--- src/rtl/onehot_pkg.sv ---
// Shared types and the one-hot encode rule for the encoder pipeline.
// The rule lives here once so the core and any other users agree on it.
package onehot_pkg;

   localparam int MAX_N = 64;
   localparam int MAX_W = 6;

   typedef enum logic [1:0] {
      EMPTY,
      ONE,
      TWO
   } occ_e;

   typedef struct packed {
      logic [MAX_W-1:0] code;
      logic             err;
   } enc_t;

   // Lowest set bit wins; anything other than exactly one bit is an error.
   function automatic enc_t onehot_encode(input logic [MAX_N-1:0] v);
      enc_t        r;
      int unsigned cnt;
      r.code = '0;
      cnt    = 0;
      for (int i = MAX_N - 1; i >= 0; i--) begin
         if (v[i]) begin
            r.code = MAX_W'(i);
            cnt    = cnt + 1;
         end
      end
      r.err = (cnt != 1);
      return r;
   endfunction

endpackage

--- src/rtl/onehot_encoder_if.sv ---
// Upstream/downstream handshake bundle for the one-hot encoder.
// slave is the encoder's view; master is the environment's view.
interface onehot_encoder_if #(
   parameter int N_IN      = 8,
   parameter int ERR_CNT_W = 8
);

   localparam int W = $clog2(N_IN);

   logic                 in_valid;
   logic                 in_ready;
   logic [N_IN-1:0]      in_vec;
   logic                 out_valid;
   logic                 out_ready;
   logic [W-1:0]         out_code;
   logic                 out_err;
   logic [ERR_CNT_W-1:0] err_cnt;

   modport slave (
      input  in_valid, in_vec, out_ready,
      output in_ready, out_valid, out_code, out_err, err_cnt
   );

   modport master (
      output in_valid, in_vec, out_ready,
      input  in_ready, out_valid, out_code, out_err, err_cnt
   );

endinterface

--- src/rtl/onehot_encoder_core.sv ---
// Combinational one-hot to binary encode with malformed-vector flag.
// Widens the input to the package width and narrows the code back.
module onehot_encoder_core
   import onehot_pkg::*;
#(
   parameter int N_IN = 8,
   parameter int W    = $clog2(N_IN)
) (
   input  logic [N_IN-1:0] vec_i,
   output logic [W-1:0]    code_o,
   output logic            err_o
);

   logic [MAX_N-1:0] vec_x;
   enc_t             r;

   assign vec_x  = MAX_N'(vec_i);
   assign r      = onehot_encode(vec_x);
   assign code_o = W'(r.code);
   assign err_o  = r.err;

endmodule

--- src/rtl/onehot_encoder.sv ---
// Pipelined one-hot encoder: main output register plus one skid entry.
// Saturating counter tracks accepted malformed vectors.
module onehot_encoder
   import onehot_pkg::*;
#(
   parameter int N_IN      = 8,
   parameter int ERR_CNT_W = 8
) (
   input  logic             clk,
   input  logic             rst_n,
   onehot_encoder_if.slave  bus
);

   localparam int W = $clog2(N_IN);
   localparam logic [ERR_CNT_W-1:0] CNT_MAX = '1;

   occ_e                 state_q, state_d;
   logic [W-1:0]         main_code_q, main_code_d;
   logic [W-1:0]         skid_code_q, skid_code_d;
   logic                 main_err_q, main_err_d;
   logic                 skid_err_q, skid_err_d;
   logic [ERR_CNT_W-1:0] err_cnt_q, err_cnt_d;

   logic [W-1:0] enc_code;
   logic         enc_err;
   logic         in_ready;
   logic         out_valid;
   logic         accept;
   logic         xfer;

   onehot_encoder_core #(
      .N_IN (N_IN),
      .W    (W)
   ) u_core (
      .vec_i  (bus.in_vec),
      .code_o (enc_code),
      .err_o  (enc_err)
   );

   assign in_ready  = (state_q != TWO);
   assign out_valid = (state_q != EMPTY);
   assign accept    = bus.in_valid && in_ready;
   assign xfer      = out_valid && bus.out_ready;

   assign bus.in_ready  = in_ready;
   assign bus.out_valid = out_valid;
   assign bus.out_code  = main_code_q;
   assign bus.out_err   = main_err_q;
   assign bus.err_cnt   = err_cnt_q;

   always_comb begin
      state_d     = state_q;
      main_code_d = main_code_q;
      main_err_d  = main_err_q;
      skid_code_d = skid_code_q;
      skid_err_d  = skid_err_q;
      unique case (state_q)
         EMPTY: begin
            if (accept) begin
               state_d     = ONE;
               main_code_d = enc_code;
               main_err_d  = enc_err;
            end
         end
         ONE: begin
            // Full-rate case reloads main directly and never visits TWO.
            if (accept && xfer) begin
               main_code_d = enc_code;
               main_err_d  = enc_err;
            end else if (accept) begin
               state_d     = TWO;
               skid_code_d = enc_code;
               skid_err_d  = enc_err;
            end else if (xfer) begin
               state_d = EMPTY;
            end
         end
         TWO: begin
            if (xfer) begin
               state_d     = ONE;
               main_code_d = skid_code_q;
               main_err_d  = skid_err_q;
            end
         end
         default: state_d = EMPTY;
      endcase
   end

   always_comb begin
      err_cnt_d = err_cnt_q;
      if (accept && enc_err && (err_cnt_q != CNT_MAX))
         err_cnt_d = err_cnt_q + ERR_CNT_W'(1);
   end

   always_ff @(posedge clk or negedge rst_n) begin
      if (!rst_n) begin
         state_q     <= EMPTY;
         main_code_q <= '0;
         main_err_q  <= 1'b0;
         skid_code_q <= '0;
         skid_err_q  <= 1'b0;
         err_cnt_q   <= '0;
      end else begin
         state_q     <= state_d;
         main_code_q <= main_code_d;
         main_err_q  <= main_err_d;
         skid_code_q <= skid_code_d;
         skid_err_q  <= skid_err_d;
         err_cnt_q   <= err_cnt_d;
      end
   end

endmodule

--- src/flat_wrapper.sv ---
// flat-port wrapper written by rule: the top's interface ports become plain ports
module onehot_encoder_flat import onehot_pkg::*;
#(
   parameter int N_IN      = 8,
   parameter int ERR_CNT_W = 8
)
  (clk, rst_n, bus_in_valid, bus_in_vec, bus_out_ready, bus_in_ready, bus_out_valid, bus_out_code, bus_out_err, bus_err_cnt);
  onehot_encoder_if #(.N_IN(N_IN), .ERR_CNT_W(ERR_CNT_W)) bus_i ();
  input  logic clk;
  input  logic rst_n;
  input wire logic [$bits(bus_i.in_valid)-1:0] bus_in_valid;
  input wire logic [$bits(bus_i.in_vec)-1:0] bus_in_vec;
  input wire logic [$bits(bus_i.out_ready)-1:0] bus_out_ready;
  output wire logic [$bits(bus_i.in_ready)-1:0] bus_in_ready;
  output wire logic [$bits(bus_i.out_valid)-1:0] bus_out_valid;
  output wire logic [$bits(bus_i.out_code)-1:0] bus_out_code;
  output wire logic [$bits(bus_i.out_err)-1:0] bus_out_err;
  output wire logic [$bits(bus_i.err_cnt)-1:0] bus_err_cnt;
  assign bus_i.in_valid = bus_in_valid;
  assign bus_i.in_vec = bus_in_vec;
  assign bus_i.out_ready = bus_out_ready;
  assign bus_in_ready = bus_i.in_ready;
  assign bus_out_valid = bus_i.out_valid;
  assign bus_out_code = bus_i.out_code;
  assign bus_out_err = bus_i.out_err;
  assign bus_err_cnt = bus_i.err_cnt;
  onehot_encoder #(.N_IN(N_IN), .ERR_CNT_W(ERR_CNT_W)) u_core (.clk(clk), .rst_n(rst_n), .bus(bus_i));
endmodule
--- config.mk ---
export PLATFORM = sky130hd
export DESIGN_NAME = onehot_encoder_flat
export DESIGN_NICKNAME = d
export VERILOG_FILES = /design/src/rtl/onehot_pkg.sv /design/src/rtl/onehot_encoder_if.sv /design/src/rtl/onehot_encoder_core.sv /design/src/rtl/onehot_encoder.sv /design/src/flat_wrapper.sv
export SDC_FILE = /design/constraint.sdc
export NUM_CORES = 1
export LEC_CHECK = 0
export CORE_MARGIN = 2
export CORE_UTILIZATION = 52
export DETAILED_ROUTE_END_ITERATION = 12
export PLACE_DENSITY = 0.8
export SLEW_MARGIN = 0
export SYNTH_ARGS = -nofsm -noshare
export SYNTH_HDL_FRONTEND = slang
export SYNTH_SLANG_ARGS = --single-unit
--- constraint.sdc ---
create_clock -name clk -period 1.8 [get_ports clk]
set_clock_uncertainty 0.05 [all_clocks]
set_input_delay 0.36 -clock clk [delete_from_list [all_inputs] [get_ports clk]]
set_output_delay 0.36 -clock clk [all_outputs]
set_load 0.01 [all_outputs]
### Word-level counts from Yosys, hierarchy flattened

Index checks and enable logic that the tools add are counted.

| storage, ports and cells | value |
|---|---|
| flip-flop bits (word level) | 18 |
| word-level logic and storage cells | 66 |
| bits in read-only memories | 0 |
| bits of input ports | 12 |
| RAM bits | 0 |
| memories | 0 |
| output and inout bits | 14 |
| latch bits | 0 |

| operators by class | value |
|---|---|
| reductions and logical operators | 11 |
| add/sub/neg operators | 8 |
| eq/ne operators | 10 |
| shift operators | 0 |
| divide/modulo/power cells | 0 |
| mux-type cells | 30 |
| bitwise gates (word level) | 1 |
| $lt $le $gt $ge | 0 |
| multiply operators | 0 |

Operators with widths:

| operator | count |
|---|---|
| $mux 32 | 7 |
| $add 32x1->32 const B | 6 |
| $mux 3 | 11 |
| $ne 32x1->1 const B | 1 |
| $mux 2 | 5 |
| $pmux 3 s3 | 1 |
| $add 8x1->8 const B | 1 |
| $ne 8x8->1 const B | 1 |
| $reduce_and 4->1 | 2 |
| $ne 2x2->1 const B | 3 |
| $pmux 2 s3 | 1 |
| $logic_and 1x1->1 | 5 |
| $mux 1 | 4 |
| $ne 2x1->1 const B | 2 |
| $ne 3x1->1 const B | 1 |
| $pmux 1 s3 | 1 |
| $reduce_and 3->1 | 1 |
| $reduce_bool 3->1 | 1 |
| $add 1x1->2 const B | 1 |
| $eq 2x1->1 const B | 1 |
| $eq 2x2->1 const B | 1 |
| $logic_not 2->1 | 1 |
| $reduce_bool 2->1 | 1 |
| $not 1->1 | 1 |

### Longest topological paths before layout

| logic depth | value |
|---|---|
| depth in word-level cells | 18 |
| depth in mapped cells | 25 |
| gate-level depth less buffers | 25 |

### Hierarchy

From an unflattened synthesis, not the netlist that was laid out.

| second synthesis, totals | value |
|---|---|
| cells, all modules | 166 |
| area, all modules | 1535.2 µm² |

Modules (own cells, without submodules):

| module | area an instance (µm²) | cells an instance | instances | sequential area each (µm²) |
|---|---|---|---|---|
| onehot_encoder | 870.8 | 77 | 1 | 450.4 |
| onehot_encoder_core | 664.4 | 89 | 1 | 0.0 |

### Worst setup path after synthesis

Ideal clock, no wire load.

| path | value |
|---|---|
| kind | input to register |
| start point | input bus_in_vec[6] |
| end point | register u_core.err_cnt_q[1], in the netlist u_core.bus.err_cnt[1] |
| slack | -2664 ps |
| cell stages on the path | 23 |
| required time | 1622 ps |
| library setup time | 128 ps |
| arrival time | 4286 ps |
| path buffers | 0 |
| path through | inv_1 > ha_1 > xor2_1 > ha_1 > nor2b_1 > nor2_1 > ha_1 > nand2_1 > nand2_1 > ha_1 > nand2_1 > o31ai_1 > o31ai_1 > inv_1 > ha_1 > nand2_1 > o21ai_0 > ha_1 > nor2b_1 > a21oi_1 > a2111oi_4 > nor2b_2 > mux2_1 |

| between the ends | value |
|---|---|
| word-level cells in the longest chain between the ends | 16 |

Ends and longest elaborated chain:

| what | line | RTL |
|---|---|---|
| start, declared | flat_wrapper.sv:12 | `input wire logic [$bits(bus_i.in_vec)-1:0] bus_in_vec;` |
| $mux 32 * | onehot_pkg.sv:26 | `if (v[i]) begin` |
| $add 32x1->32 | onehot_pkg.sv:28 | `cnt = cnt + 1;` |
| $mux 32 * | onehot_pkg.sv:26 |  |
| $add 32x1->32 | onehot_pkg.sv:28 |  |
| $mux 32 * | onehot_pkg.sv:26 |  |
| $add 32x1->32 | onehot_pkg.sv:28 |  |
| $mux 32 * | onehot_pkg.sv:26 |  |
| $add 32x1->32 | onehot_pkg.sv:28 |  |
| $mux 32 * | onehot_pkg.sv:26 |  |
| $add 32x1->32 | onehot_pkg.sv:28 |  |
| $mux 32 * | onehot_pkg.sv:26 |  |
| $add 32x1->32 | onehot_pkg.sv:28 |  |
| $mux 32 * | onehot_pkg.sv:26 |  |
| $ne 32x1->1 * | onehot_pkg.sv:31 | `r.err = (cnt != 1);` |
| $logic_and 1x1->1 * (2 in series) | onehot_encoder.sv:91 | `if (accept && enc_err && (err_cnt_q != CNT_MAX))` |
| end signal, assigned | onehot_encoder.sv:109 | `err_cnt_q <= err_cnt_d;` |
| end, declared | onehot_encoder.sv:22 | `logic [ERR_CNT_W-1:0] err_cnt_q, err_cnt_d;` |

Every way passes the cells marked *; elsewhere a longest branch is shown, timed or not.
A chain may end at the register's enable or synchronous reset.

### Worst setup path after layout

Same ends and word-level chain as after synthesis.

==> out/metrics.yaml <==
run_status:
  status: "finished, violations left"
  violations: "setup timing"
layout:
  antenna_cells: 0
  final_common_cell: "buf_4"
  area_growth_pct: 71.63
  layout_common_cells: "57 x buf_4, 17 x nor2_1, 17 x dfrtp_1"
  nets: 258
  final_cells: 266
  final_layout_size_suffix_gt1_share_pct: 46.61
power:
  p_per_area_nw_per_um2: 1118
  leakagePower_nw: 1.155
  vdd_ir_drop_max_uv: 1283
placement:
  dp_cells: 244
  dp_hpwl_um: 2830
  io_buffer_count: 25
  place_congestion: 0.9022
drt:
  drc_errors: 0
  postRouteWirelength_um: 6662
  vias: 1761
  ant_nets: 0
  vias_per_cell: 6.620
  firstDrtPassIters: 5
  drtIter0Drc: 172
  routedWlPerCell_um: 25.05
clock_tree:
  cts_num_sinks: 18
  hold_buffers: 0
  clock_path_buffers: 2
  cts_tree: "yes"
  h-tree-depth: 1
  clock_latency_ps: 300
  cts-root-buf: "clkbuf_4"
  cts_made_buffers: 3
  cts.clk_slew.worst_paths_ps: 120
die:
  die_x_um: 55.94
  ios: 26
  dieArea_um2: 3129
  start_util_pct: 55.61
  fp.coreArea_um2: 2522
  die_y_um: 55.94
  rows: 18
worst_setup_path:
  path_common_cell: "buf_4"
  crit_path_top_delay_cell: "a2111oi_4"
  cp.required_ps: 1950
  crit_type: "input pin to flip-flop"
  worst_setup_path_end_kind: "flip-flop"
  ff2ff_path_depth: 6
  reg2reg_to: "u_core.bus.err_cnt[4]"
  reg2reg_from: "u_core.bus.err_cnt[3]"
  r2r_slack_ps: -80
  worstPathMaxFanout: 8
  worstPathArrival_ps: 4470
  crit_path_start_kind: "input pin"
  max_stage_delay_ps: 420
timing:
  hold_viol: 0
  period_needed_ps: 4325
  max_freq_mhz: 231.2
  maxSlewViolCount: 0
  rsz0062_at_grt: "yes"
  holdWs_ps: 330.2
  setup_viol: 14
  setup_ws_ps: -2525
  post-route-period-util_pct: 240.3
  finalSetupTns_ps: -24870
  tightest_slew_ps: 454.9
  max_slew_margin_pct: 69.61
grt:
  grt-ovfl-total: 0
  grt_start_max_net_pins: 19
  grt_pass1_wl_um: 7327
  grt_usage_pct: 29.38
  antenna_found_initial: 0
  first_global_vias: 1621
synthesis:
  avgSynthCellArea_um2: 9.108
  synth_cell_type_count: 42
  yosysSeqAreaShare_pct: 32.11
  syn_area_um2: 1403
  synth_cells: 154
  ys_seq_elements: 18
  synthesis.nets: 175
  yosys_warnings: 0
flow_run:
  drv_cap: 0
worst_hold_path:
  min_path_type: "input pin to async pin"
-- worst max-delay path by stage --
stage | start | endpoint | slack, ps
after global routing | bus_in_vec[6] | u_core.bus.err_cnt[2] | -2560
after detailed placement | bus_in_vec[6] | u_core.bus.err_cnt[7] | -3320
final | bus_in_vec[6] | u_core.bus.err_cnt[1] | -2520
after global placement | bus_in_vec[6] | u_core.bus.err_cnt[7] | -3100
after floorplan | bus_in_vec[6] | u_core.bus.err_cnt[1] | -2460
after CTS | bus_in_vec[6] | u_core.bus.err_cnt[1] | -2340
-- through the flow --
| step | area (µm²) | worst slack, ps | utilization (%) | power [mW] |
|---|---|---|---|---|
| floorplan | 1466 | -2461 | - | 1.279 |
| global placement | 2029 | -3101 | 80.46 | 1.766 |
| detailed placement | 2029 | -3318 | 80.46 | 1.835 |
| CTS | 2230 | -2336 | 88.39 | 2.280 |
| global route | 2407 | -2563 | 95.44 | 2.766 |
| finish | 2407 | -2525 | 95.44 | 2.692 |
-- layout make-up --
type,count,area [µm²]
tap,30,37.54
sequential,18,451.7
clock buffer,4,36.28
fill,65,115.1
inverter,5,38.79
timing repair buffer,84,706.9
multi-input combinational,125,1136
-- synthesized netlist by cell type --
master / instances / area share (%)
a2111oi_4: 1 / 2.0
a21oi_1: 8 / 2.9
a221oi_1: 1 / 0.62
a31oi_1: 1 / 0.45
and3_1: 1 / 0.45
buf_2: 2 / 0.71
buf_6: 1 / 0.80
clkbuf_1: 3 / 0.80
dfrtp_1: 18 / 32
ha_1: 9 / 8.0
inv_1: 5 / 1.3
mux2_1: 1 / 0.80
mux2_2: 3 / 2.4
mux2i_1: 3 / 2.1
nand2_1: 20 / 5.4
nand2b_1: 3 / 1.3
nand3_1: 3 / 1.1
nand3b_1: 2 / 1.1
nand4_1: 2 / 0.89
nor2_1: 19 / 5.1
nor2b_1: 4 / 1.8
nor2b_2: 1 / 0.62
nor3_1: 7 / 2.5
nor3b_1: 2 / 1.1
nor4b_1: 1 / 0.62
nor4b_4: 1 / 1.7
o211a_1: 1 / 0.71
o211ai_2: 1 / 0.89
o21a_1: 1 / 0.54
o21ai_0: 3 / 1.1
o21ai_1: 1 / 0.36
o22ai_1: 1 / 0.45
o31ai_1: 4 / 2.1
or2_2: 1 / 0.45
or3_1: 1 / 0.45
or4_1: 1 / 0.54
xnor2_1: 2 / 1.2
xnor2_2: 1 / 1.2
xnor3_1: 1 / 1.6
xor2_1: 11 / 6.9
xor2_2: 1 / 1.2
xor3_2: 1 / 1.8
-- timing repair --
item	in CTS	in global routing
buffers inserted	13	6
pin swaps	4	13
endpoints found under the hold margin	0	0
gates resized for setup	33	30
setup endpoints to repair	15	11
-- flip-flops by register name (all words and copies together) (netlist names) --
signal and flops:
u_core.bus.err_cnt 8, u_core.bus.out_code 3, u_core.bus.out_err 1, u_core.skid_code_q 3, u_core.skid_err_q 1, u_core.state_q 2
-- routing by layer --
metal	share of wire, %	up-vias	track usage (%)
li1	-	697	-
met1	34	846	33.92
met5	0	-	0
met3	8.2	66	5.581
met4	10	0	11.22
met2	48	152	53.40
-- worst max-delay path: cells and delay by family --
family,cells,cell delay (ps)
AO/OA/AOI/OAI,3,630
buffers and inverters,12,1500
XOR/XNOR,1,190
multiplexers,1,290
adder cells (fa/ha/maj),3,810
AND/OR/NAND/NOR,6,650
-- cells by family (layout without fill, tap and decap cells) --
logic type	Yosys count	after routing	share of synthesized area, %
AO/OA/AOI/OAI	23	23	12.04
XOR/XNOR	17	17	13.83
adder cells (fa/ha/maj)	9	9	8.029
buffers and inverters	11	93	3.658
flip-flops	18	18	32.11
multiplexers	7	7	5.352
AND/OR/NAND/NOR	69	69	24.98
-- where the power goes --
part	switching, mW	internal [mW]	total [mW]
Clock	0.141	0.123	0.264
Sequential	0.165	0.541	0.707
Combinational	0.830	0.891	1.72
Power figures use the tool's default switching activity.
==> variant 1, RTL diff (same settings) <==
`ERR_CNT_W` is set to 8 in 3 places; all go to 10.
--- a/src/rtl/onehot_encoder_if.sv
+++ b/src/rtl/onehot_encoder_if.sv
@@ -2,7 +2,7 @@
 // slave is the encoder's view; master is the environment's view.
 interface onehot_encoder_if #(
    parameter int N_IN      = 8,
-   parameter int ERR_CNT_W = 8
+   parameter int ERR_CNT_W = 10
 );
 
    localparam int W = $clog2(N_IN);
--- a/src/rtl/onehot_encoder.sv
+++ b/src/rtl/onehot_encoder.sv
@@ -4,7 +4,7 @@
    import onehot_pkg::*;
 #(
    parameter int N_IN      = 8,
-   parameter int ERR_CNT_W = 8
+   parameter int ERR_CNT_W = 10
 ) (
    input  logic             clk,
    input  logic             rst_n,
--- a/src/flat_wrapper.sv
+++ b/src/flat_wrapper.sv
@@ -2,7 +2,7 @@
 module onehot_encoder_flat import onehot_pkg::*;
 #(
    parameter int N_IN      = 8,
-   parameter int ERR_CNT_W = 8
+   parameter int ERR_CNT_W = 10
 )
   (clk, rst_n, bus_in_valid, bus_in_vec, bus_out_ready, bus_in_ready, bus_out_valid, bus_out_code, bus_out_err, bus_err_cnt);
   onehot_encoder_if #(.N_IN(N_IN), .ERR_CNT_W(ERR_CNT_W)) bus_i ();
Ports: changed (resized bus_err_cnt); port bits go from 26 to 28. The function was not compared with the original's and may differ.
==> variant 1 against the original RTL <==
The run ends with design-rule violations, negative setup slack left; routed wire length down 42%; power is 11% lower; worst hold slack worse by 0.019 ns; sequential cell count increased by 2; final area is 0.26% lower; clock power increased by 3%; setup slack better by 0.26 ns; area after synthesis is 11% higher; largest cell class unchanged; largest power group unchanged.
==> variant 1: results (changes against the original RTL) <==
| Metric | Value |
|---|---|
| Outcome | `complete, but fails checks` |
| Violated checks | `design-rule violations, negative setup slack` |
| Unique masters post-synth | `44 (+4.8%)` |
| Max reg flops | `10 (+2)` |
| DP HPWL | `2.904 mm (+2.6%)` |
| Fill cell count | `147 (+130%)` |
| Max VDD drop | `695.4 uV (-46%)` |
| Area contributors post-synth | `dfrtp_1 32%, ha_1 7.2%, xor2_1 6.2%` |
| Switching Power | `0.8711 mW (-23%)` |
| Slowest cell on crit path | `ha_1` |
| Compound-Gate Fraction of Synth Area | `0.1192 (-0.001266)` |
| Final setup viols | `12 (-2)` |
| R2R setup slack | `-0.15 ns (-0.07 ns)` |
| Residual DRC count | `3 (+3)` |
| Share of cells above drive strength 1 | `0.3771 (-0.08898)` |
| Via count of the first global-routing pass | `1552 (-4.3%)` |
| Routed WL | `3.851 mm (-42%)` |
| Synth cell count leaders | `20 x dfrtp_1, 15 x nand2_1, 14 x nor2_1` |
| Total number of vias | `1490 (-15%)` |
| Pre-antenna DRT Iters | `8 (+3)` |
| Post-Synthesis Cells | `163 (+5.8%)` |
| Adder-Cell Fraction of Synth Area | `0.07246 (-0.007822)` |
| WHS | `0.3108 ns (-0.01939 ns)` |
| GRT Util Overall | `0.2408 (-0.05304)` |
| Setup WS post-layout | `-2.266 ns (+0.2589 ns)` |
| Arrival time worst endpoint | `4.23 ns (-0.24 ns)` |
-- variant 1: cell count changes in the layout (fill, tap and decap cells not counted), sizes merged, moves of 3 or more --
cell | before | now
nor2 | 19 | 14
nand2 | 20 | 15
buf | 61 | 49
xnor2 | 3 | 6
nand4 | 2 | 5
clkdlybuf4s50 | 16 | 21
-- variant 1: stage by stage --
step / cell area, sq um / setup WS, ns / setup TNS, ns / utilization
final: 2401 / -2.266 / -26.77 / 0.8559
after global routing: 2401 / -2.500 / -29.60 / 0.8559
after CTS: 2367 / -2.313 / -27.25 / 0.8439
after detailed placement: 2228 / -3.206 / -38.70 / 0.7944
after global placement: 2228 / -3.044 / -36.77 / 0.7944
after floorplan: 1643 / -2.489 / -28.37 / -
-- variant 1: logic make-up (layout without fill, tap and decap cells) --
family          after synthesis  after routing
simple gates                 63             63
buf+inv                      12             85
mux                          11             11
xor+xnor                     21             21
flops                        20             20
compound gates               27             27
fa+ha+maj                     9              9
-- variant 1: repair_timing --
action | CTS | global route
endpoints found under the hold margin | 0 | 0
buffers inserted | 8 | 1
endpoints found under the setup margin | 15 | 16
pin swaps | 13 | 14
gates resized for setup | 25 | 12
-- variant 1: power groups by stage --
stage	clock network, mW	registers (mW)	logic [mW]
after floorplan	0	0.748	0.626
after global placement	0	0.690	1.24
after detailed placement	0	0.706	1.29
after CTS	0.273	0.691	1.41
after global routing	0.283	0.714	1.55
final	0.271	0.697	1.43
-- variant 1: path summary, 6_finish.rpt --
| kind | endpoint | startpoint | cells past startpoint |
|---|---|---|---|
| worst max register to register | u_core.bus.err_cnt[7] | u_core.bus.err_cnt[3] | 7 |
| worst min register to register | u_core.skid_code_q[0] | u_core.skid_code_q[0] | 2 |
| worst min-delay path | u_core.skid_err_q | rst_n | 2 |
| worst max-delay path | u_core.bus.err_cnt[2] | bus_in_vec[6] | 26 |
| min in group clk | u_core.skid_code_q[0] | u_core.skid_code_q[0] | 2 |
| max in group asynchronous | u_core.bus.err_cnt[2] | rst_n | 2 |
-- variant 1: cell type report --
class | count | area (sq um) | area share
flip-flops and latches | 20 | 501.7 | 0.2090
inverters | 7 | 43.79 | 0.01824
well taps | 31 | 38.79 | 0.01615
clock buffers | 4 | 36.28 | 0.01511
multi-input cells | 131 | 1131 | 0.4711
repair buffers | 74 | 649.4 | 0.2705
-- variant 1: routing by layer --
layer / routed length [um] / global-route usage / part of all wire
met5: 0 / 0 / 0
met4: 95 / 0.1331 / 0.025
met1: 1486 / 0.2476 / 0.39
met2: 2153 / 0.4687 / 0.56
met3: 116 / 0.02418 / 0.030
==> variant 2, RTL diff (same flow settings) <==
Made on the original files. Re-encode `occ_e` (3 values) as one-hot, 3 bits wide. Comments in the files are not updated.
--- a/src/rtl/onehot_pkg.sv
+++ b/src/rtl/onehot_pkg.sv
@@ -5,10 +5,10 @@
    localparam int MAX_N = 64;
    localparam int MAX_W = 6;
 
-   typedef enum logic [1:0] {
-      EMPTY,
-      ONE,
-      TWO
+   typedef enum logic [2:0] {
+      EMPTY = 3'b001,
+      ONE   = 3'b010,
+      TWO   = 3'b100
    } occ_e;
 
    typedef struct packed {
Function: no difference found for any inputs over 10 cycles, from zero or initial values and one cycle with rst_n low; not proved beyond that.
==> variant 2 against the original RTL <==
The flow still finishes with violations (negative setup slack); utilization is 7.7 points lower; sequential cell count is 1 higher; routed wire length is 20% lower; register-to-register slack better by 0.11 ns; via count is 1.6% lower; area after synthesis is 17% higher; power is 6.8% higher; setup slack better by 0.34 ns; final area is 10% higher; global-route usage is 3.4 points lower; largest cell class unchanged; highest routed layer unchanged.
==> variant 2: results (changes against the original RTL) <==
| Metric | Value |
|---|---|
| Setup TNS | `-20.89 ns (+3.974 ns)` |
| Area post-placement | `0.002389 sq mm (+18%)` |
| Outcome | `complete, but fails checks` |
| Synth cell count leaders | `18 x dfrtp_1, 18 x nand2_1, 13 x nor2_1` |
| Synthesized net count | `195 (+11%)` |
| Final setup viols | `10 (-4)` |
| GRT Util Overall | `0.2596 (-0.03418)` |
| Area contributors post-synth | `dfrtp_1 27%, ha_1 6.8%, xor2_1 5.3%` |
| Sequential-to-total area share from yosys stat | `0.2900 (-0.03119)` |
| Setup WS post-layout | `-2.181 ns (+0.3438 ns)` |
| Initial antenna violation count | `0 (unchanged)` |
| Synth Area per Inst | `9.449 sq um (+3.7%)` |
| DP HPWL | `3.264 mm (+15%)` |
| Post-place setup slack | `-3.125 ns (+0.1927 ns)` |
| Maximum fanout along the worst path | `6 (-2)` |
| Drt via density | `5.875 (-11%)` |
| Max VDD drop | `551.5 uV (-57%)` |
| Global-route wire length before repair | `7.072 mm (-3.5%)` |
| Routed WL | `5.351 mm (-20%)` |
| Slew margin rel. | `0.6109 (-0.08515)` |
| # placed instances | `287 (+18%)` |
| Share of cells above drive strength 1 | `0.4542 (-0.01192)` |
| Pre-antenna DRT Iters | `7 (+2)` |
| Final Net Count | `273 (+5.8%)` |
| Violated checks | `negative setup slack` |
| Unique masters post-synth | `56 (+33%)` |
| Leakage | `1.189 nW (+2.9%)` |
==> variant 2: cell count changes after synthesis, moves of 3 or more <==
cell,before,now
inv_1,5,8
nor2_1,19,13
nor4_1,0,4
o21ai_0,3,6
o31ai_1,4,1
xnor2_1,2,9
==> variant 2: power breakdown <==
part	internal [mW]	total, mW	switching (mW)
sequential	0.594	0.752	0.157
clock	0.0866	0.230	0.143
combinational	1.01	1.89	0.886
total	1.69	2.88	1.19
==> variant 2: repair_timing <==
action / in CTS / in global routing
pin swaps: 18 / 19
resized for setup: 34 / 36
setup endpoints to repair: 15 / 14
buffers inserted: 3 / 3
==> variant 2: cells by family (layout without fill, tap and decap cells) <==
kind of cell,count (synthesis),in the layout,share of synthesized area
and+or+nand+nor,68,68,0.2230
xor gates and xnor gates,22,22,0.1408
buffers and inverters,14,91,0.04642
adders and majority gates,9,9,0.06849
DFF,19,19,0.2900
AOI/OAI and AO/OA,31,31,0.1507
muxes,11,11,0.08067
==> variant 2: layout make-up <==
| type | instances | area (sq um) |
|---|---|---|
| sequential | 19 | 476.7 |
| tap | 44 | 55.05 |
| fill | 133 | 371.6 |
| inverter | 8 | 47.55 |
| clock buffer | 4 | 26.28 |
| timing repair buffer | 79 | 669.4 |
| multi-input combinational | 141 | 1381 |
==> variant 2: per-layer routing <==
metal / GRT usage / up-vias / share of wire
met5: 0 / - / 0
met4: 0.1587 / 0 / 0.047
met3: 0.01948 / 32 / 0.041
met2: 0.4891 / 90 / 0.55
met1: 0.2747 / 837 / 0.36
li1: - / 774 / -
==> variant 2: worst max-delay path, cell delays in order <==
cell and delay (ns):
buf_12 0.12, ha_4 0.16, nor2b_4 0.13, or2_4 0.25, ha_4 0.26, nand2b_4 0.11, o21a_1 0.16, ha_4 0.21
nand2_2 0.07, nand2_2 0.06, ha_4 0.31, nand2_4 0.06, o31ai_4 0.06, o41ai_2 0.11, inv_1 0.10, ha_4 0.16
nand2_8 0.08, xor2_1 0.15, mux2_4 0.27, o221ai_4 0.21, a31oi_4 0.13, buf_4 0.17, nor4_4 0.27, xor2_1 0.20
==> variant 2: path summary, 6_finish.rpt <==
path                                  startpoint                    end  slack (ns)  depth (start not counted)
hold reg to reg            u_core.skid_code_q[2]  u_core.skid_code_q[2]        0.47                          1
max in group asynchronous                  rst_n      u_core.state_q[0]        1.12                          2
setup / recovery                   bus_in_vec[6]  u_core.bus.err_cnt[7]       -2.18                         24
min in group clk           u_core.skid_code_q[2]  u_core.skid_code_q[2]        0.47                          1
hold / removal                             rst_n      u_core.state_q[1]        0.32                          2
setup reg to reg               u_core.state_q[0]  u_core.bus.err_cnt[1]        0.03                          7
